### config.mk
export PLATFORM = sky130hd
export DESIGN_NAME = gfx256_fragment
export DESIGN_NICKNAME = d
export VERILOG_FILES = /design/src/rtl/gfx256_pkg.sv /design/src/rtl/gfx_calc_address.sv /design/src/rtl/memory_to_color256.sv /design/src/rtl/gfx256_fragment.sv
export SDC_FILE = /design/constraint.sdc
export NUM_CORES = 2
export LEC_CHECK = 0
export ABC_AREA = 1
export BUFFER_PORTS_ARGS = -buffer_cell sky130_fd_sc_hd__buf_4
export CORE_MARGIN = 2
export CORE_UTILIZATION = 55
export DETAILED_ROUTE_END_ITERATION = 16
export PLACE_DENSITY_LB_ADDON = 0.12
export SKIP_CTS_REPAIR_TIMING = 1
export SLEW_MARGIN = 20
export SYNTH_ARGS = -nofsm -noshare
export SYNTH_HDL_FRONTEND = slang
export SYNTH_SLANG_ARGS = --single-unit
### constraint.sdc
create_clock -name clk_i -period 19.4 [get_ports clk_i]
set_clock_uncertainty 0.2 [all_clocks]
set_input_delay 2.91 -clock clk_i [delete_from_list [all_inputs] [get_ports clk_i]]
set_output_delay 2.91 -clock clk_i [all_outputs]
set_load 0.01 [all_outputs]
### src/rtl/gfx256_pkg.sv
// Shared types for the 256-bit orgfx fragment stage: FSM state encoding,
// texture colour-depth codes, and the colour/alpha helper functions.
package gfx256_pkg;

   typedef enum logic [2:0] {
      S_WAIT,
      S_DELAY1,
      S_DELAY2,
      S_TEX_READ,
      S_WRITE_PIXEL
   } frag_state_t;

   localparam logic [1:0] CD_8  = 2'b00;
   localparam logic [1:0] CD_16 = 2'b01;
   localparam logic [1:0] CD_32 = 2'b11;

   // Bits of a 32-bit colour word that are meaningful at a given depth.
   function automatic logic [31:0] depth_mask(input logic [1:0] cd);
      logic [31:0] m;
      case (cd)
         CD_8:    m = 32'h0000_00FF;
         CD_16:   m = 32'h0000_FFFF;
         default: m = 32'hFFFF_FFFF;
      endcase
      return m;
   endfunction

   // a*t/255 approximation, exact at both ends (0 and 255).
   function automatic logic [7:0] modulate_alpha(input logic [7:0] a, input logic [7:0] t);
      logic [15:0] p;
      p = 16'(a) * 16'(t) + 16'(a) + 16'(t);
      return 8'(p >> 8);
   endfunction

endpackage

### src/rtl/gfx_calc_address.sv
// Maps a pixel coordinate to a memory line address plus the byte offset
// of that pixel inside the SW-bit line.
module gfx_calc_address
   import gfx256_pkg::*;
#(
   parameter int unsigned SW          = 256,
   parameter int unsigned point_width = 16,
   parameter int unsigned LW          = $clog2(SW/8)
) (
   input  logic [31:0]            i_base_address,
   input  logic [1:0]             i_color_depth,
   input  logic [point_width-1:0] i_x,
   input  logic [point_width-1:0] i_y,
   input  logic [point_width-1:0] i_width,
   output logic [31:0]            o_address,
   output logic [LW-1:0]          o_mb
);

   logic [31:0] w_pix;
   logic [31:0] w_off;
   logic [31:0] w_byte;

   always_comb begin
      w_pix = 32'(i_y) * 32'(i_width) + 32'(i_x);
      case (i_color_depth)
         CD_8:    w_off = w_pix;
         CD_16:   w_off = w_pix << 1;
         default: w_off = w_pix << 2;
      endcase
      w_byte    = i_base_address + w_off;
      o_address = {w_byte[31:LW], {LW{1'b0}}};
      o_mb      = w_byte[LW-1:0];
   end

endmodule

### src/rtl/memory_to_color256.sv
// Extracts one little-endian texel from a memory line, starting at byte
// offset i_mb, masked down to the active colour depth.
module memory_to_color256
   import gfx256_pkg::*;
#(
   parameter int unsigned SW = 256,
   parameter int unsigned LW = $clog2(SW/8)
) (
   input  logic [1:0]    i_color_depth,
   input  logic [SW-1:0] i_mem,
   input  logic [LW-1:0] i_mb,
   output logic [31:0]   o_color
);

   logic [31:0] w_raw;

   always_comb begin
      w_raw = '0;
      for (int unsigned k = 0; k < 4; k++) begin
         w_raw[k*8 +: 8] = i_mem[{LW'(i_mb + LW'(k)), 3'b000} +: 8];
      end
      o_color = w_raw & depth_mask(i_color_depth);
   end

endmodule

### src/rtl/gfx256_fragment.sv
// Fragment stage: optional texel fetch, colour-key rejection and texel-alpha
// modulation between the clip/z-check stage and the blender.
module gfx256_fragment
   import gfx256_pkg::*;
#(
   parameter int unsigned point_width = 16
) (
   input  logic                   clk_i,
   input  logic                   rst_i,
   input  logic                   texture_enable_i,
   input  logic                   colorkey_enable_i,
   input  logic [31:0]            colorkey_i,
   input  logic [1:0]             color_depth_i,
   input  logic [31:0]            tex0_base_i,
   input  logic [point_width-1:0] tex0_size_x_i,
   input  logic [point_width-1:0] tex0_size_y_i,
   input  logic [point_width-1:0] pixel_x_i,
   input  logic [point_width-1:0] pixel_y_i,
   input  logic [point_width-1:0] pixel_z_i,
   input  logic [point_width-1:0] u_i,
   input  logic [point_width-1:0] v_i,
   input  logic [7:0]             a_i,
   input  logic [31:0]            color_i,
   input  logic                   write_i,
   output logic                   ack_o,
   output logic                   tex_request_o,
   output logic [31:0]            tex_addr_o,
   output logic [31:0]            tex_sel_o,
   input  logic [255:0]           tex_data_i,
   input  logic                   tex_ack_i,
   output logic [point_width-1:0] pixel_x_o,
   output logic [point_width-1:0] pixel_y_o,
   output logic [point_width-1:0] pixel_z_o,
   output logic [31:0]            color_o,
   output logic [7:0]             a_o,
   output logic                   write_o,
   input  logic                   ack_i
);

   localparam int unsigned LW = 5;

   frag_state_t            r_state;
   logic [point_width-1:0] r_u, r_v;
   logic [point_width-1:0] r_tu, r_tv;
   logic [7:0]             r_a;
   logic [LW-1:0]          r_mb;

   logic [31:0]            w_addr;
   logic [LW-1:0]          w_mb;
   logic [31:0]            w_texel;
   logic [7:0]             w_talpha;
   logic                   w_key_hit;

   assign tex_sel_o = '1;

   gfx_calc_address #(
      .SW          (256),
      .point_width (point_width),
      .LW          (LW)
   ) u_calc (
      .i_base_address (tex0_base_i),
      .i_color_depth  (color_depth_i),
      .i_x            (r_tu),
      .i_y            (r_tv),
      .i_width        (tex0_size_x_i),
      .o_address      (w_addr),
      .o_mb           (w_mb)
   );

   memory_to_color256 #(
      .SW (256),
      .LW (LW)
   ) u_m2c (
      .i_color_depth (color_depth_i),
      .i_mem         (tex_data_i),
      .i_mb          (r_mb),
      .o_color       (w_texel)
   );

   always_comb begin
      w_talpha  = (color_depth_i == CD_32) ? w_texel[31:24] : 8'hFF;
      w_key_hit = colorkey_enable_i && (w_texel == (colorkey_i & depth_mask(color_depth_i)));
   end

   always_ff @(posedge clk_i or posedge rst_i) begin
      if (rst_i) begin
         r_state       <= S_WAIT;
         r_u           <= '0;
         r_v           <= '0;
         r_tu          <= '0;
         r_tv          <= '0;
         r_a           <= '0;
         r_mb          <= '0;
         ack_o         <= 1'b0;
         tex_request_o <= 1'b0;
         tex_addr_o    <= '0;
         pixel_x_o     <= '0;
         pixel_y_o     <= '0;
         pixel_z_o     <= '0;
         color_o       <= '0;
         a_o           <= '0;
         write_o       <= 1'b0;
      end else begin
         // ack_o is a single-cycle pulse; only the completing branches raise it.
         ack_o <= 1'b0;
         case (r_state)
            S_WAIT: begin
               if (write_i && !ack_o) begin
                  pixel_x_o <= pixel_x_i;
                  pixel_y_o <= pixel_y_i;
                  pixel_z_o <= pixel_z_i;
                  r_u       <= u_i;
                  r_v       <= v_i;
                  r_a       <= a_i;
                  if (texture_enable_i) begin
                     r_state <= S_DELAY1;
                  end else begin
                     color_o <= color_i;
                     a_o     <= a_i;
                     write_o <= 1'b1;
                     r_state <= S_WRITE_PIXEL;
                  end
               end
            end
            S_DELAY1: begin
               r_tu    <= (r_u >= tex0_size_x_i) ? tex0_size_x_i - point_width'(1) : r_u;
               r_tv    <= (r_v >= tex0_size_y_i) ? tex0_size_y_i - point_width'(1) : r_v;
               r_state <= S_DELAY2;
            end
            S_DELAY2: begin
               tex_addr_o    <= w_addr;
               r_mb          <= w_mb;
               tex_request_o <= 1'b1;
               r_state       <= S_TEX_READ;
            end
            S_TEX_READ: begin
               if (tex_ack_i) begin
                  tex_request_o <= 1'b0;
                  if (w_key_hit) begin
                     ack_o   <= 1'b1;
                     r_state <= S_WAIT;
                  end else begin
                     color_o <= w_texel;
                     a_o     <= modulate_alpha(r_a, w_talpha);
                     write_o <= 1'b1;
                     r_state <= S_WRITE_PIXEL;
                  end
               end
            end
            S_WRITE_PIXEL: begin
               if (ack_i) begin
                  write_o <= 1'b0;
                  ack_o   <= 1'b1;
                  r_state <= S_WAIT;
               end
            end
            default: r_state <= S_WAIT;
         endcase
      end
   end

endmodule

-- After elaboration in Yosys (flattened, before gate mapping)
Cells that the tools add are included.
- word-level logic and storage cells: 93
- bits in registers: 198
- output and inout port bits: 155
- input port bits: 481
- eq/ne operators: 12
- order comparisons: 2
- $mul: 2
- add/sub/neg operators: 9
- multiplexer cells: 33
- bitwise gates (word level): 2
- shifts and indexed selects: 4
- reductions and logical operators: 13
- operator list (kind ; count):
    $shiftx A256 B9 Y8 ; 4
    $pmux W32 S2 ; 3
    $mux W32 ; 4
    $and A32 B32 Y32 ; 2
    $mux W8 ; 5
    $add A16 B8 Y16 ; 2
    $add A32 B16 Y32 ; 1
    $add A32 B32 Y32 ; 1
    $eq A32 B32 Y1 ; 1
    $ge A16 B16 Y1 ; 2
    $mul A16 B16 Y32 ; 1
    $mux W16 ; 2
    $sub A16 B1 Y16 const B ; 2
    $mul A8 B8 Y16 ; 1
    $pmux W8 S2 ; 1
    $mux W3 ; 5
    $pmux W3 S5 ; 1
    $add A5 B2 Y5 const B ; 2
    $ne A2 B2 Y1 const B ; 5
    $mux W1 ; 9
    $eq A3 B2 Y1 const B ; 2
    $reduce_and A6 Y1 ; 1
    $add A5 B1 Y5 const B ; 1
    $reduce_and A5 Y1 ; 1
    other kinds (14) ; 18

-- Depth between registers and ports, before layout
- depth in word-level cells: 10
- mapped depth: 38
- mapped depth without buffers: 36

-- Modules after synthesis
Synthesis repeated with hierarchy kept, for this count alone.
- cells, all modules: 5272
- area, all modules: 34142.7 µm²
- modules (own cells, without submodules) (module ; times used ; sequential area each (µm²) ; area an instance (µm²) ; cells each):
    gfx256_fragment ; 1 ; 5079.9 ; 13461.7 ; 1680
    gfx_calc_address ; 1 ; 0.0 ; 12074.1 ; 1751
    memory_to_color256 ; 1 ; 0.0 ; 8607.0 ; 1841

-- Worst setup path after synthesis
Ideal clock, no wire load.
- path type: in2reg
- from: input tex0_size_x_i[3]
- to: register tex_addr_o[31]
- path slack: 9.438 ns
- arrival time: 9.696 ns
- path buffers: 2
- setup time: 0.066 ns
- data required time: 19.134 ns
- cell stages on the path: 32
- path through: clkbuf_1 -> clkbuf_1 -> nand2_1 -> fa_1 -> fa_1 -> fa_1 -> inv_1 -> fa_1 -> fa_1 -> inv_1 -> fa_1 -> inv_1 -> ha_1 -> a21o_1 -> o21bai_1 -> o21bai_1 -> a21boi_0 -> o21ai_0 -> a21oi_1 -> xnor2_1 -> o22ai_1 -> nor2_1 -> ha_1 -> a21oi_1 -> o21a_1 -> nor2_1 -> a2111oi_0 -> o21ai_0 -> a21oi_1 -> nand3b_1 -> nand3_1 -> nand2_1
- cells in the longest elaborated chain, start to end: 4
- ends and longest elaborated chain (item ; RTL line ; RTL):
    from (decl) ; gfx256_fragment.sv:15 ; input logic [point_width-1:0] tex0_size_x_i,
    $mul A16 B16 Y32 ; gfx_calc_address.sv:24 ; w_pix = 32'(i_y) * 32'(i_width) + 32'(i_x);
    $add A32 B16 Y32 ; gfx_calc_address.sv:24 ;
    $pmux W32 S2 ; gfx_calc_address.sv:25 ; case (i_color_depth)
    $add A32 B32 Y32 ; gfx_calc_address.sv:30 ; w_byte = i_base_address + w_off;
    to (signal assigned) ; gfx256_fragment.sv:131 ; tex_addr_o <= w_addr;
    to (decl) ; gfx256_fragment.sv:27 ; output logic [31:0] tex_addr_o,
No other way between the ends.
A chain may end at the register's enable or synchronous reset.

-- Worst setup path after layout
- from: input tex0_size_x_i[4]
- to: register tex_addr_o[31]
Same word-level chain as after synthesis.

==> run metrics <==
number of stages on the worst setup path=35; kind of critical path=primary input to flop; Slew Limit Fails=0; drt first pass iters=9; WP data required=19640 ps; Final min period=10360 ps; DR WL/cell=20.6 µm; Longest Clk Path Bufs=2; clk root buf=clkbuf_16; actual slew at the worst max-slew pin=1180 ps; share of cells above drive strength 1=0.145; FF-to-FF path depth=36; top-area cell type share of the netlist area=0.181; cts bufs inserted=17; post-route setup slack=9040 ps; largest area contributor in the netlist=nand2_1; Area Overhead vs Synth=15.7%; Clk pin slew, worst setup/hold paths=90 ps; clock sinks=198; Setup WS pre-CTS=8680 ps; post-route clock period utilization=0.534; post-synthesis cell count=5004; Worst path max stage delay=530 ps; global-route wire length before repair=192000 µm; Synth area leaders=nand2_1, fa_1, dfrtp_1, nand3_1, ha_1; delay-heaviest family, CP=adder cells; I/O Buffers=598; Rows=89; highest-delay cell along the critical path=fa_1; routability cong.=1.05; timing-limited maximum frequency=0.0965 GHz; Worst slew margin=0.215; # nets final=6335; max_cap viols=0; I/O pin total=636; initial drt markers=3590; vias in the first global route=33.5k; vias per inst=5.77; fin util=0.640; initial antenna violation count=17; RSZ-0062 raised after global routing=no; TritonCTS clock tree=yes; number of synthesized register bits=198; Post-DRT Antenna Nets=0; hold path cells=2; die height=247 µm; pin count of the biggest net entering global routing=237; GR Util All Layers=0.413; Seq/Total Area, Yosys=0.152; final hold vios=0; crit start category=primary input; hold slack=284 ps; Clock Latency Late Sink=500 ps; Max H-tree Level=4; Unique masters post-synth=50; total die area=61100 µm²; DP Wirelength=98700 µm; setup total negative slack=0 ps; DR vias=35.6k; Core Footprint=58800 µm²; most common cell after layout, fill and taps aside=nand2_1; Crit path arrival time=10600 ps; DR DRC count=0; status=finished clean; most frequent cells in the layout=nand2_1, nand3_1, inv_1; Max FO, Critical Path=19; Mapped Avg Cell Area=6.50 µm²; Post-Route WL=127000 µm; worst hold path class=flop to flop; WP buf/inv=8; Initial Util=0.553; most frequent CP cell=inv_1; CP endpoint kind=flop; Die X-Extent=247 µm; total grt overflow=0; Ys Warns=0; final setup violation count=0; Mapped Area=32500 µm²
## state kept, by name, indices dropped and copies added, names as in the netlist
name           flops
r_tv              16
pixel_z_o         16
pixel_y_o         16
pixel_x_o         16
color_o           32
r_mb               5
a_o                8
r_v               16
ack_o              1
r_u               16
tex_addr_o        27
tex_request_o      1
write_o            1
r_state            3
r_a                8
r_tu              16
## cells by family after synthesis
logic type      share of synthesized area
simple gates                        0.360
xor+xnor                           0.0186
other cells                      0.000231
flops                               0.152
buf+inv                             0.125
compound gates                     0.0718
fa+ha+maj                           0.245
mux                                0.0270
## cell usage after synthesis (all sizes together)
cell type and count:
and3 1, a21boi 5, nor3 23, nand2 1574, ha 222, a221oi 1, and2 1, a21oi 150
xnor2 16, nor4 5, nand3 898, or2 15, a2111oi 1, o211ai 40, o221ai 4, o21bai 14
xor2 48, a211oi 3, mux2 78, a211o 1, conb 2, nor2 216, a21o 2, o21ai 137
a31oi 17, a32o 1, fa 259, clkinv 6, o31ai 3, nand4 19, buf 182, o22ai 28
inv 687, a31o 1, nand3b 13, dfrtp 198, o21a 4, clkbuf 129
## worst min-delay path: cells and delay by family (launching register included)
family / cells / cell delay [ps]
DFF: 1 / 360
and+or+nand+nor: 2 / 90
## metrics by stage
step / cell area (µm²) / instances
6_report: 37600 / 6174
5_1_grt: 37600 / 6171
4_1_cts: 37600 / 6159
3_5_place_dp: 36900 / 6127
3_3_place_gp: 36900 / 6127
2_1_floorplan: 32700 / 5039
## area by class of cell
cell class	instances	area [µm²]
Fill cell	5601	21200
Sequential cell	198	4960
Timing Repair Buffer	626	4710
Clock inverter	15	223
Tap cell	773	967
Clock buffer	17	425
Multi-Input combinational cell	3837	23700
Inverter	693	2620
Antenna cell	15	37.5
## layer usage
metal	track usage	routed length, µm	vias up
li1	-	-	16700
met1	0.499	45600	16600
met2	0.661	58600	1916
met3	0.0777	13000	441
met4	0.297	10300	6
met5	0	39	-
## path summary, 6_finish.rpt
path,start,endpoint,slack (ps)
max in group asynchronous,rst_i,r_mb[0]$_DFFE_PP0P_,15290
min in group asynchronous,rst_i,pixel_z_o[3]$_DFFE_PP0P_,2360
worst min register to register,color_o[26]$_DFFE_PP0P_,color_o[26]$_DFFE_PP0P_,280
worst max-delay path,tex0_size_x_i[4],tex_addr_o[31]$_DFFE_PP0P_,9040
worst max register to register,r_mb[0]$_DFFE_PP0P_,a_o[5]$_DFFE_PP0P_,9450
worst min-delay path,color_o[26]$_DFFE_PP0P_,color_o[26]$_DFFE_PP0P_,280
Power is not shown: default switching activity piles up to over one toggle a cycle in this logic, so the estimate is an artifact.
